[src/rtl/wb_arbiter2.sv]
// rtl/wb_arbiter2.sv - two-master Wishbone arbiter with locked block transfers; optional watchdog when WB_ARB_TIMEOUT_EN is defined
module wb_arbiter2 #(
   parameter int ADDR_WIDTH     = 8,
   parameter int DATA_WIDTH     = 16,
   parameter int TIMEOUT_CYCLES = 255
) (
   input  logic                  clk,
   input  logic                  reset,
   // master 0: GPMC bridge
   input  logic [ADDR_WIDTH-1:0] m0_address,
   input  logic [DATA_WIDTH-1:0] m0_writedata,
   input  logic                  m0_write,
   input  logic                  m0_strobe,
   input  logic                  m0_cycle,
   output logic [DATA_WIDTH-1:0] m0_readdata,
   output logic                  m0_ack,
   // master 1: on-chip sequencer
   input  logic [ADDR_WIDTH-1:0] m1_address,
   input  logic [DATA_WIDTH-1:0] m1_writedata,
   input  logic                  m1_write,
   input  logic                  m1_strobe,
   input  logic                  m1_cycle,
   output logic [DATA_WIDTH-1:0] m1_readdata,
   output logic                  m1_ack,
   // shared bus toward the intercon
   output logic [ADDR_WIDTH-1:0] s_address,
   output logic [DATA_WIDTH-1:0] s_writedata,
   output logic                  s_write,
   output logic                  s_strobe,
   output logic                  s_cycle,
   input  logic [DATA_WIDTH-1:0] s_readdata,
   input  logic                  s_ack,
   // status
   output logic [1:0]            grant,
   output logic                  timeout
);

   typedef enum logic [1:0] {
      IDLE = 2'd0,
      OWN0 = 2'd1,
      OWN1 = 2'd2
   } state_t;

   // Word returned to a master whose transfer was aborted by the watchdog.
   localparam logic [DATA_WIDTH-1:0] ABORT_WORD = DATA_WIDTH'(16'hDEAD);

   state_t     state_q, state_d;
   logic       last_q, last_d;   // 1: master 1 was served last, so master 0 wins a tie
   logic [1:0] grant_q, grant_d;
   logic       abort;            // watchdog expiry cycle: answer the owner and release the bus

   // Arbitration rule shared by IDLE and by the handoff out of an owner state.
   function automatic state_t pick(input logic c0, input logic c1, input logic last1);
      state_t r;
      r = IDLE;
      if (c0 && !c1)      r = OWN0;
      else if (c1 && !c0) r = OWN1;
      else if (c0 && c1)  r = last1 ? OWN0 : OWN1;
      return r;
   endfunction

`ifdef WB_ARB_TIMEOUT_EN
   localparam int CNT_W = ($clog2(TIMEOUT_CYCLES + 1) > 8) ? $clog2(TIMEOUT_CYCLES + 1) : 8;

   logic [CNT_W-1:0] cnt_q, cnt_d;

   assign abort = (state_q != IDLE) && (cnt_q == CNT_W'(TIMEOUT_CYCLES));

   // Count stalled strobe cycles of the current owner; any ack or ownership change restarts it.
   always_comb begin
      cnt_d = cnt_q;
      if (state_d != state_q)
         cnt_d = '0;
      else if (s_ack)
         cnt_d = '0;
      else if ((state_q != IDLE) && s_strobe)
         cnt_d = cnt_q + 1'b1;
   end

   // Watchdog counter register.
   always_ff @(posedge clk or posedge reset) begin
      if (reset)
         cnt_q <= '0;
      else
         cnt_q <= cnt_d;
   end
`else
   logic unused_timeout_cfg;
   assign unused_timeout_cfg = (TIMEOUT_CYCLES != 0);
   assign abort = 1'b0;
`endif

   // Next owner: hold while the owner's cycle is high, otherwise re-arbitrate on the same edge.
   always_comb begin
      state_d = state_q;
      last_d  = last_q;
      case (state_q)
         IDLE:    state_d = pick(m0_cycle, m1_cycle, last_q);
         OWN0:    if (!m0_cycle) state_d = pick(1'b0, m1_cycle, last_q);
         OWN1:    if (!m1_cycle) state_d = pick(m0_cycle, 1'b0, last_q);
         default: state_d = IDLE;
      endcase
      if (abort)
         state_d = IDLE;
      if ((state_d == OWN0) && (state_q != OWN0))
         last_d = 1'b0;
      else if ((state_d == OWN1) && (state_q != OWN1))
         last_d = 1'b1;
      case (state_d)
         OWN0:    grant_d = 2'b01;
         OWN1:    grant_d = 2'b10;
         default: grant_d = 2'b00;
      endcase
   end

   // Arbiter FSM with registered grant and last-owner bit.
   always_ff @(posedge clk or posedge reset) begin
      if (reset) begin
         state_q <= IDLE;
         last_q  <= 1'b1;
         grant_q <= 2'b00;
      end else begin
         state_q <= state_d;
         last_q  <= last_d;
         grant_q <= grant_d;
      end
   end

   assign grant   = grant_q;
   assign timeout = abort;

   // Bus steering: the owner is wired straight through, everyone else sees zeros.
   always_comb begin
      s_address   = '0;
      s_writedata = '0;
      s_write     = 1'b0;
      s_strobe    = 1'b0;
      s_cycle     = 1'b0;
      m0_readdata = '0;
      m0_ack      = 1'b0;
      m1_readdata = '0;
      m1_ack      = 1'b0;
      case (state_q)
         OWN0: begin
            if (abort) begin
               m0_ack      = 1'b1;
               m0_readdata = ABORT_WORD;
            end else begin
               s_address   = m0_address;
               s_writedata = m0_writedata;
               s_write     = m0_write;
               s_strobe    = m0_strobe;
               s_cycle     = m0_cycle;
               m0_ack      = s_ack;
               m0_readdata = s_readdata;
            end
         end
         OWN1: begin
            if (abort) begin
               m1_ack      = 1'b1;
               m1_readdata = ABORT_WORD;
            end else begin
               s_address   = m1_address;
               s_writedata = m1_writedata;
               s_write     = m1_write;
               s_strobe    = m1_strobe;
               s_cycle     = m1_cycle;
               m1_ack      = s_ack;
               m1_readdata = s_readdata;
            end
         end
         default: ;
      endcase
   end

endmodule
[config.mk]
export PLATFORM = sky130hd
export DESIGN_NAME = wb_arbiter2
export DESIGN_NICKNAME = d
export VERILOG_FILES = /design/src/rtl/wb_arbiter2.sv
export SDC_FILE = /design/constraint.sdc
export NUM_CORES = 1
export LEC_CHECK = 0
export CORE_AREA = 2 2 64 66
export CTS_CLUSTER_DIAMETER = 50
export CTS_CLUSTER_SIZE = 14
export DETAILED_ROUTE_END_ITERATION = 12
export DIE_AREA = 0 0 66 68
export GPL_TIMING_DRIVEN = 0
export PLACE_DENSITY = 0.85
export SETUP_SLACK_MARGIN = 0.4
export SLEW_MARGIN = 20
export SYNTH_ARGS = -nofsm -noshare
export SYNTH_HDL_FRONTEND = slang
export SYNTH_SLANG_ARGS = --single-unit
[constraint.sdc]
create_clock -name clk -period 2.6 [get_ports clk]
set_input_delay 0.26 -clock clk [delete_from_list [all_inputs] [get_ports clk]]
set_output_delay 0.26 -clock clk [all_outputs]
set_load 0.005 [all_outputs]
==> results.md <==
- # port buffers: 135
- CTS tree: yes
- Synth Area in Simple Gates: 47.30%
- Critical path's slowest cell: clkdlybuf4s50_1
- Max-cap viol count: 0
- Initial DRT Pass Iterations: 5
- Post-placement cell count: 317
- Final cell count without fillers: 327
- Setup Skew: 0.003211 ns
- Min Clock Period, post-route: 2.149 ns
- Worst relative slew slack: 66.26%
- Clock transition at path regs: 0.04 ns
- Wire length per cell: 13.89 um
- DR vias: 1,505
- Area grow syn2layout: 171.4%
- Syn avg cell area: 7.194 sq um
- Crit Path Category: flop to output port
- Initial Utilization: 24.63%
- Rows: 23
- CP startpoint kind: flop
- Period utilization: 82.66%
- Register-to-register path setup slack: 0.63 ns
- Vias/cell: 4.602
- PwrDens: 738.4 mW/mm^2
- Compound-Gate Fraction of Synth Area: 26.09%
- Final Hold Vio Count: 0
- RR Endpoint: last_q
- Clock sink count: 5
- Cts hold-fix bufs: 0
- Post-DP HPWL: 3674 um
- GRT Total Usage: 17.84%
- Number of synthesized flops with an enable pin: 0
- Core Region: 0.003856 sq mm
- Mux cell area share after synthesis: 0%
- Mapped Area: 949.7 sq um
- Die X: 66 um
- Top_reg_cell synth: dfrtp_1
- Largest stage delay on the critical path: 0.50 ns
- Final WL: 4542 um
- Worst-case reg-to-reg path depth: 8
- Synth warnings: 0
- Number of global-route vias before repair: 1,345
- #FFs+latches synth: 5
- Global route overflow: 0
- Max frequency: 0.4653 GHz
- Dpl ws: 0.2462 ns
- Ports: 137
- Area of the die: 0.004488 sq mm
- Critical Path AT: 1.89 ns
- Gate Count Post-Synth: 132
- Die Y: 68 um
- CTS Buf Count: 3
- Final ANT Viol Nets: 0
- Crit-path cells: inv_2, ha_2, buf_6, buf_6, a22oi_1, nor2b_1, clkdlybuf4s50_1
- P_leak: 1.255 nW
- Async SR Flop Fraction: 100.0%
- Root Buffer Master: clkbuf_8
- Worst path required time: 2.34 ns
- Number of unique standard cell types used by synthesis: 22
- Inserted Diodes: 0
- Clock latency on the worst-skew pair: 0.22 ns
- CP endpoint kind: output port
- GP Congestion: 0.7697
- Most used cell, CP: buf_6
- Post-synth top area share: 23.72%
- Largest net degree at the start of global routing: 11
- Reg-to-Reg Start: state_q[1]
- First-pass GRT wire length: 6354 um
- Unrepaired setup endpoints after global routing: true
- Synth Area in XOR/XNOR: 0%
- Maximum VDD drop: 0.4590 mV
- H-tree levels: 1
- Status: complete, no violations
- Clock buffer depth: 2
- Syn Nets: 209
- Seq/Total Area, Yosys: 13.31%
- Synth top cells by count: and2_1, nor2b_1, a22oi_1
- Worst Hold Class: input pin to async pin
- Share of cells above drive strength 1: 10.11%
- DR iter-0 viols: 44
- Post-Synth Adder-Cell Area: 5.270%
- Leading area contributor after synthesis: and2_1
- Final TNS setup: 0 ns
- Hold slack: 0.2270 ns
- Largest family of logic cells by synthesized area: simple AND/OR/NAND/NOR gates
- Final Max Tran Viols: 0
- WP buf/inv: 4
- DRC violations left: 0
- Top delay family on crit path: buffers and inverters
- Actual slew at the worst max-slew pin: 0.5062 ns
- Setup ws final: 0.4509 ns
- Final setup fails: 0
- CP max FO: 10
- Synth area leaders: and2_1, a22oi_1, nor2b_1, dfrtp_1, ha_1
- Cell with the most instances after synthesis: and2_1
- Final #Nets: 355
- Antenna violations before repair: 0
## worst max path at each step
stage / to / cells past startpoint / slack (ns) / from
floorplan: last_q / 7 / 0.94 / state_q[1]
global placement: s_address[5] / 7 / 0.29 / state_q[0]
detailed placement: s_writedata[13] / 7 / 0.25 / state_q[1]
CTS: s_address[4] / 7 / 0.39 / state_q[1]
global route: s_address[1] / 7 / 0.34 / state_q[0]
finish: s_address[4] / 7 / 0.45 / state_q[0]
## stage by stage
stage	cell area, sq um	util (%)	total power [mW]
after floorplan	949.7	-	0.8320
after CTS	2529	65.57	1.926
after detailed placement	2364	61.29	1.610
final	2577	66.84	1.903
after global routing	2577	66.84	2.068
after global placement	2364	61.29	1.589
## routing by layer
metal	routed length (um)	track usage (%)
met3	425	3.947
met5	0	0
met1	1659	19.72
met2	2348	33.59
met4	109	6.378
## state kept, by name, indices dropped and copies added, names as in the netlist
signal	flops
grant	2
state_q	2
last_q	1
## worst reg2reg max path: cells and delay by family (launching register included)
family                   cells  cell delay (ns)
AO/OA/AOI/OAI                2             0.62
adder cells (fa/ha/maj)      1             0.19
buffers and inverters        3             0.35
flip-flops                   1             0.40
AND/OR/NAND/NOR              2             0.32
## timing repair
| item | in CTS | in global routing |
|---|---|---|
| setup endpoints to repair | 61 | 47 |
| resized for setup | 37 | 24 |
| buffers inserted | 6 | 0 |
## area by class of cell
class,instances,area (sq um)
buffer,13,140.1
clock buffer,4,45.04
fill,353,1279
inverter,3,11.26
multi-input combinational,111,768.2
sequential,5,126.4
tap,50,62.56
timing repair buffer,141,1424
## cell families after synthesis
group / Yosys count
and+or+nand+nor: 74
AOI/OAI and AO/OA: 32
buffers and inverters: 16
DFF: 5
adders and majority gates: 4
other: 1
## cells in the final DEF (no fill, tap or decap), types with 3 or more instances in the layout
cell and instances:
nor2b_1 29, nand2_1 3, dlymetal6s2s_1 15, and2_1 36
a22oi_1 27, buf_6 4, clkdlybuf4s50_1 112, clkbuf_8 5
dfrtp_1 4, buf_4 9, dlygate4sd2_1 8
## power breakdown
group,internal (mW),switching (mW)
registers,0.119,0.0258
logic,0.999,0.614
clock network,0.105,0.0395
total,1.22,0.679
No activity file was read; power rests on OpenSTA's default activity.
